==> src/rtl/alu_req_arbiter.sv <==
// Two-requester round-robin front end for a single shared 32-bit ALU.
// It accepts one request at a time, runs the ALU start/done sequence with a timeout, and returns the result.
module alu_req_arbiter #(
  parameter int unsigned TIMEOUT_CYCLES = 255
) (
  input  logic        clk,
  input  logic        reset,

  // Handshake rule for every channel here: a transfer happens on a rising edge
  // where valid && ready. The sender holds valid and its payload until that edge.
  input  logic        req0_valid,
  output logic        req0_ready,
  input  logic [31:0] req0_a,
  input  logic [31:0] req0_b,
  input  logic [1:0]  req0_op,
  input  logic [4:0]  req0_cfg,
  input  logic        req0_cin,
  input  logic        req0_bin,

  input  logic        req1_valid,
  output logic        req1_ready,
  input  logic [31:0] req1_a,
  input  logic [31:0] req1_b,
  input  logic [1:0]  req1_op,
  input  logic [4:0]  req1_cfg,
  input  logic        req1_cin,
  input  logic        req1_bin,

  output logic        rsp_valid,
  input  logic        rsp_ready,
  output logic        rsp_id,
  output logic [63:0] rsp_result,
  output logic        rsp_carry,
  output logic        rsp_borrow,
  output logic        rsp_overflow,
  output logic [5:0]  rsp_comp,
  output logic        rsp_timeout,

  output logic        busy,
  output logic [1:0]  dbg_state,

  output logic [31:0] alu_a,
  output logic [31:0] alu_b,
  output logic [1:0]  alu_op_sel,
  output logic [1:0]  alu_adder_sel,
  output logic        alu_sub_sel,
  output logic        alu_mult_sel,
  output logic        alu_comp_mode,
  output logic        alu_cin,
  output logic        alu_bin,
  output logic        alu_start,

  input  logic [63:0] alu_result,
  input  logic        alu_carry_out,
  input  logic        alu_borrow_out,
  input  logic        alu_overflow,
  input  logic        alu_done,
  input  logic [5:0]  alu_comp_result
);

  typedef enum logic [1:0] {
    IDLE  = 2'd0,
    ISSUE = 2'd1,
    WAIT  = 2'd2,
    RESP  = 2'd3
  } state_t;

  localparam logic [15:0] TO_LAST = 16'(TIMEOUT_CYCLES - 1);

  state_t      state;
  state_t      state_nxt;

  logic        last_id;
  logic [15:0] wait_cnt;

  logic [31:0] lat_a;
  logic [31:0] lat_b;
  logic [1:0]  lat_op;
  logic [4:0]  lat_cfg;
  logic        lat_cin;
  logic        lat_bin;

  logic        grant_any;
  logic        grant_id;
  logic        accept;

  logic        latch_req;
  logic        cnt_clr;
  logic        cnt_inc;
  logic        capture_done;
  logic        capture_to;
  logic        rsp_fire;

  // Contention goes to the requester that was not answered last.
  always_comb begin
    grant_any = req0_valid | req1_valid;
    if (req0_valid && req1_valid) begin
      grant_id = ~last_id;
    end else begin
      grant_id = req1_valid;
    end
  end

  assign req0_ready = (state == IDLE) && grant_any && !grant_id;
  assign req1_ready = (state == IDLE) && grant_any &&  grant_id;
  assign accept     = (req0_valid && req0_ready) || (req1_valid && req1_ready);

  always_ff @(posedge clk) begin
    if (reset) begin
      state <= IDLE;
    end else begin
      state <= state_nxt;
    end
  end

  always_comb begin
    state_nxt    = state;
    alu_start    = 1'b0;
    rsp_valid    = 1'b0;
    latch_req    = 1'b0;
    cnt_clr      = 1'b0;
    cnt_inc      = 1'b0;
    capture_done = 1'b0;
    capture_to   = 1'b0;
    rsp_fire     = 1'b0;
    case (state)
      IDLE: begin
        if (accept) begin
          latch_req = 1'b1;
          state_nxt = ISSUE;
        end
      end
      ISSUE: begin
        alu_start = 1'b1;
        cnt_clr   = 1'b1;
        state_nxt = WAIT;
      end
      WAIT: begin
        // A done in the last permitted cycle takes priority over the timeout.
        if (alu_done) begin
          capture_done = 1'b1;
          state_nxt    = RESP;
        end else if (wait_cnt == TO_LAST) begin
          capture_to = 1'b1;
          state_nxt  = RESP;
        end else begin
          cnt_inc = 1'b1;
        end
      end
      RESP: begin
        rsp_valid = 1'b1;
        if (rsp_ready) begin
          rsp_fire  = 1'b1;
          state_nxt = IDLE;
        end
      end
      default: state_nxt = IDLE;
    endcase
  end

  always_ff @(posedge clk) begin
    if (reset) begin
      last_id      <= 1'b1;
      wait_cnt     <= '0;
      lat_a        <= '0;
      lat_b        <= '0;
      lat_op       <= '0;
      lat_cfg      <= '0;
      lat_cin      <= 1'b0;
      lat_bin      <= 1'b0;
      rsp_id       <= 1'b0;
      rsp_result   <= '0;
      rsp_carry    <= 1'b0;
      rsp_borrow   <= 1'b0;
      rsp_overflow <= 1'b0;
      rsp_comp     <= '0;
      rsp_timeout  <= 1'b0;
    end else begin
      if (latch_req) begin
        lat_a   <= grant_id ? req1_a   : req0_a;
        lat_b   <= grant_id ? req1_b   : req0_b;
        lat_op  <= grant_id ? req1_op  : req0_op;
        lat_cfg <= grant_id ? req1_cfg : req0_cfg;
        lat_cin <= grant_id ? req1_cin : req0_cin;
        lat_bin <= grant_id ? req1_bin : req0_bin;
        rsp_id  <= grant_id;
      end

      if (cnt_clr) begin
        wait_cnt <= '0;
      end else if (cnt_inc) begin
        wait_cnt <= wait_cnt + 16'd1;
      end

      if (capture_done) begin
        rsp_result   <= alu_result;
        rsp_carry    <= alu_carry_out;
        rsp_borrow   <= alu_borrow_out;
        rsp_overflow <= alu_overflow;
        rsp_comp     <= alu_comp_result;
        rsp_timeout  <= 1'b0;
      end else if (capture_to) begin
        rsp_result   <= '0;
        rsp_carry    <= 1'b0;
        rsp_borrow   <= 1'b0;
        rsp_overflow <= 1'b0;
        rsp_comp     <= '0;
        rsp_timeout  <= 1'b1;
      end

      if (rsp_fire) begin
        last_id <= rsp_id;
      end
    end
  end

  // ALU pins come only from the latched request, so they hold from ISSUE through RESP.
  assign alu_a         = lat_a;
  assign alu_b         = lat_b;
  assign alu_op_sel    = lat_op;
  assign alu_adder_sel = lat_cfg[4:3];
  assign alu_sub_sel   = lat_cfg[2];
  assign alu_mult_sel  = lat_cfg[1];
  assign alu_comp_mode = lat_cfg[0];
  assign alu_cin       = lat_cin;
  assign alu_bin       = lat_bin;

  assign busy      = (state != IDLE);
  assign dbg_state = state;

endmodule

==> config.mk <==
export PLATFORM = sky130hd
export DESIGN_NAME = alu_req_arbiter
export DESIGN_NICKNAME = d
export VERILOG_FILES = /design/src/rtl/alu_req_arbiter.sv
export SDC_FILE = /design/constraint.sdc
export NUM_CORES = 1
export LEC_CHECK = 0
export BUFFER_PORTS_ARGS = -buffer_cell sky130_fd_sc_hd__buf_2
export CAP_MARGIN = 20
export CORE_AREA = 2 2 149 151
export DETAILED_ROUTE_END_ITERATION = 10
export DIE_AREA = 0 0 151 153
export PLACE_DENSITY = 0.67
export SLEW_MARGIN = 10
export SYNTH_ARGS = -nofsm -noshare
export SYNTH_HDL_FRONTEND = slang
export SYNTH_SLANG_ARGS = --single-unit
==> constraint.sdc <==
create_clock -name clk -period 3.82 [get_ports clk]
set_input_delay 0.382 -clock clk [delete_from_list [all_inputs] [get_ports clk]]
set_output_delay 0.382 -clock clk [all_outputs]
set_load 0.05 [all_outputs]
---- Yosys cells after proc, flatten, opt, wreduce, memory -nomap -nowiden ----
Cells that the tools add are included.
word-level totals
  register bits after elaboration ......... 167
  logic and storage cells ................. 74
cells by class
  $add $sub $neg .......................... 1
  eq/ne operators ......................... 7
  multiplexer cells ....................... 34
  bitwise operators ....................... 2
  reductions and logical operators ........ 14
operators by type and width
  kind                   count
  $mux 64                2
  $mux 32                2
  $mux 1                 21
  $add 16x1->16 const B  1
  $eq 16x8->1 const B    1
  $mux 6                 2
  $mux 2                 5
  $pmux 2 s4             1
  $logic_and 1x1->1      6
  $mux 5                 1
  $eq 2x2->1 const B     2
  $ne 2x2->1 const B     2
  $reduce_bool 2->1      2
  $reduce_or 2->1        2
  $ne 3x3->1 const B     1
  $reduce_and 3->1       1
  $eq 2x1->1 const B     1
  $logic_not 2->1        1
  $logic_not 1->1        1
  $logic_or 1x1->1       1
  $not 1->1              1
  $or 1x1->1             1

---- Longest topological paths before layout ----
  depth in word-level cells ............... 8
  depth in mapped cells ................... 8

---- Worst setup path after synthesis ----
Ideal clock, no wire load.
  path kind ............................... register -> register
  start point ............................. reg state[1], in the netlist dbg_state[1]
  end point ............................... reg wait_cnt[11]
  library setup time ...................... 0.070 ns
  arrival time ............................ 2.175 ns
  slack ................................... 1.575 ns
  cell stages (with the launch flop) ...... 7
  path buffers ............................ 1
  clock period less this slack ............ 2.245 ns
  cells stage by stage .................... dfxtp_1 > ha_1 > buf_4 > and4b_1 > nand4_1 > or4_2 > a21oi_1
between the ends
  cells in the longest elaborated chain, start to end .. 3
RTL lines
  item                              RTL line  source
  start: declaration                70        state_t state;
  start signal: assignment          112       state <= state_nxt;
  $eq 2x1->1                        126       case (state)
  $mux 1                            126
  $reduce_or 2->1 (no source line)  n/a
  end signal: assignment            192       wait_cnt <= wait_cnt + 16'd1;
  end: declaration                  74        logic [15:0] wait_cnt;
Parallel ways exist; a longest one is shown, timed or not.
A chain may end at the register's enable or synchronous reset.

---- Worst setup path in the final report ----
  start point ............................. reg state[0], in the netlist dbg_state[0]
  end point ............................... reg wait_cnt[11]
The elaborated chain is that of the path after synthesis.

==> reports/qor.tcl <==
set qor(crit_family) {simple AND/OR/NAND/NOR gates}
set qor(overflow_left_after_global_routing) 0
set qor(dieWidth_um) 151
set qor(pre_cts_ws_ns) 1.523
set qor(worstReg2RegStart) {dbg_state[0]}
set qor(layout_worst_path_cycle_share_pct) 61.57
set qor(routedWlPerCell_um) 15.63
set qor(leakagePower_nw) 4.378
set qor(synth.top_cells.by_area) {dfxtp_1 (51%), mux2i_1 (11%), a22o_1 (9.3%), a211oi_1 (8.3%), nor2_1 (4.8%)}
set qor(share_of_flip_flops_with_an_asynchronous_set_or_reset_after_synthesis_pct) 0
set qor(timing.final.max_slew_violations) 0
set qor(post_cts.resized_instances) 0
set qor(critical_path_buf_inv_count) 1
set qor(grt_antenna_before_repair) 8
set qor(clk_transition_reported_paths_ns) 0.08
set qor(critical_path.max_stage_delay_ns) 0.63
set qor(gpl.final_weighted_congestion) 0.7627
set qor(synth.yosys.warnings) 0
set qor(min_delay_worst_endpoint) {rsp_result[18]}
set qor(synthDominantCellAreaShare_pct) 50.70
set qor(critical-path-slowest-cell) {or4_2}
set qor(initial_utilization_pct) 30.69
set qor(post_synth_most_frequent_cells) {dfxtp_1 (167), nor2_1 (84), a211oi_1 (73), mux2i_1 (73), a22o_1 (70)}
set qor(critical_path_class) {flop to flop}
set qor(finalHoldViolCount) 0
set qor(cts_tree) {yes}
set qor(post_synth.cell_area_avg_um2) 10.57
set qor(power.density_nw_per_um2) 770.4
set qor(finalWorstSetupSlack_ns) 1.468
set qor(drt-pass1-iter-count) 4
set qor(setup_repair_after_global_routing_missed_its_margin) {no}
set qor(synth.lib_cells_used.distinct) 47
set qor(route.vias.total) 6117
set qor(ff2ff_setup_slack_ns) 1.47
set qor(grt_pass1_wl_mm) 29.73
set qor(setup_viol_count_final) 0
set qor(finalWirelength_mm) 19.89
set qor(cts.htree.levels) 4
set qor(hold_path.startpoint) {alu_result[18]}
set qor(ys.flop_type) {dfxtp_1}
set qor(postSynthRegisterBits) 167
set qor(dpl.hpwl_mm) 14.56
set qor(crit_required_ns) 4.17
set qor(n_fill_cell) 2102
set qor(worstPathCellList) {inv_1 > ha_1 > and4b_1 > nand4_1 > or4_2 > a21oi_1}
set qor(max-slew-margin-rel_pct) 35.78
set qor(final_layout_size_suffix_gt1_share_pct) 43.94
set qor(postRouteAntennaNets) 0
set qor(chipHeight_um) 153
set qor(area_growth_syn_to_layout_pct) 41.16
set qor(min_period_ns) 2.352
set qor(synth_edf_count) 0
set qor(first_global_vias) 5653
set qor(fp.dieArea_um2) 23100
set qor(reg2reg_depth) 6
set qor(post_synth_inst_count) 624
set qor(cts.sinks) 167
set qor(synth_seq_area_share_pct) 50.70
set qor(syn_nets) 856
set qor(clk_path_buf_depth) 2
set qor(peakVddDrop_mv) 0.3721
set qor(num-nets-final) 1209
set qor(grt_util_all_layers_pct) 16.41
set qor(post-synth-top-area-cell) {dfxtp_1}
set qor(maxCapViolations) 0
set qor(hold_path_class) {input pin to flop}
set qor(placement_rows) 54
set qor(postLayoutCoreUtil_pct) 43.32
set qor(route.detailed.vias_per_inst) 4.805
set qor(numCtsBuffers) 17
set qor(synth_most_common_cell) {dfxtp_1}
set qor(boundaryPins) 380
set qor(clock_skew_ns) 0.01449
set qor(placement.io_buffers) 379
set qor(grt_max_degree) 83
set qor(core-area_um2) 21490
set qor(slew_at_the_pin_with_the_worst_max_slew_slack_ns) 0.9561
set qor(cp_max_fo) 9
set qor(route.detailed.drc) 0
set qor(outcome) {finished clean}
set qor(cts_root_buffer) {clkbuf_16}
set qor(r2r_end) {wait_cnt[11]}
set qor(critPathLaunchType) {flop}
set qor(holdPathStages) 2
set qor(max_freq_mhz) 425.2
set qor(detailedRoute.firstIterationViolations) 235
set qor(number_of_buffers_added_for_setup_after_cts) 0
set qor(timing.critical_path.depth) 6
set qor(clk_latency_ns) 0.43
set qor(final.setup.tns_ns) 0
set qor(cts.hold.buffers_added) 0
set qor(cp_data_arrival_time_ns) 2.70
set qor(timing.critical_path.to_type) {flop}
set qor(syn-cell-area_um2) 6594
-- power by group --
group | internal [W] | total [W] | switching, W
sequential | 0.00212 | 0.00231 | 0.000189
clock | 0.000958 | 0.00178 | 0.000817
combinational | 0.000794 | 0.00309 | 0.00229
total | 0.00387 | 0.00717 | 0.00330
-- cell usage in the layout (no fill, tap or decap), types with 14 or more instances in the layout --
| cell type | instances |
|---|---|
| mux2i_1 | 73 |
| dfxtp_1 | 167 |
| buf_2 | 379 |
| clkbuf_16 | 17 |
| a22o_1 | 70 |
| nor2_1 | 82 |
| a211oi_1 | 73 |
| a21oi_1 | 14 |
-- per-stage QoR --
step	cell area, um2	hold WS, ns	cells	power, W
3_3_place_gp	8686	0.4507	1238	0.005419
2_1_floorplan	6594	0.4520	624	0.004700
3_5_place_dp	8686	0.4501	1238	0.005458
6_report	9308	0.1668	1273	0.007171
4_1_cts	9300	0.1416	1270	0.007261
5_1_grt	9303	0.1400	1271	0.007559
-- flip-flops by register name, summed over array words and instances, names as in the netlist --
signal and flops:
alu_b 32, lat_cfg 5, alu_op_sel 2, alu_bin 1, last_id 1, alu_cin 1, rsp_comp 6, rsp_carry 1
wait_cnt 16, rsp_timeout 1, rsp_result 64, rsp_overflow 1, dbg_state 2, rsp_borrow 1, alu_a 32, rsp_id 1
-- how the worst max path moves through the flow --
stage | startpoint | end | slack (ns)
floorplan | dbg_state[1] | wait_cnt[11] | 1.57
global placement | wait_cnt[11] | dbg_state[0] | 1.57
detailed placement | dbg_state[0] | wait_cnt[11] | 1.52
CTS | dbg_state[0] | wait_cnt[11] | 1.46
global route | dbg_state[0] | wait_cnt[11] | 1.29
finish | dbg_state[0] | wait_cnt[11] | 1.47
-- cell families after synthesis --
kind of cell | synth area share, %
muxes | 11.08
DFF | 50.70
buffers and inverters | 4.516
xor gates and xnor gates | 0.3986
and+or+nand+nor | 9.678
adders and majority gates | 1.328
AOI/OAI and AO/OA | 22.30
-- worst reg2reg max path, stage by stage, from the launching register on --
cell	delay, ns
dfxtp_1	0.34
inv_1	0.14
ha_1	0.38
and4b_1	0.31
nand4_1	0.32
or4_2	0.63
a21oi_1	0.16
-- metal layers --
layer,vias up,global-route usage (%),share of wire [%]
met5,-,0,0.22
met4,6,5.340,1.6
met3,27,7.224,10
met2,260,28.25,48
met1,2764,17.98,40
li1,3060,-,-
-- final cells by class --
| type | instances | area, um2 | area share [%] |
|---|---|---|---|
| Antenna cell | 3 | 7.507 | 0.08066 |
| Clock buffer | 18 | 439.2 | 4.718 |
| Clock inverter | 14 | 175.2 | 1.882 |
| Inverter | 7 | 26.28 | 0.2823 |
| Multi-Input combinational cell | 398 | 2979 | 32.01 |
| Sequential cell | 167 | 3343 | 35.92 |
| Tap cell | 280 | 350.3 | 3.764 |
| Timing Repair Buffer | 386 | 1987 | 21.35 |
Note: power is estimated with default switching activity, not from simulation.
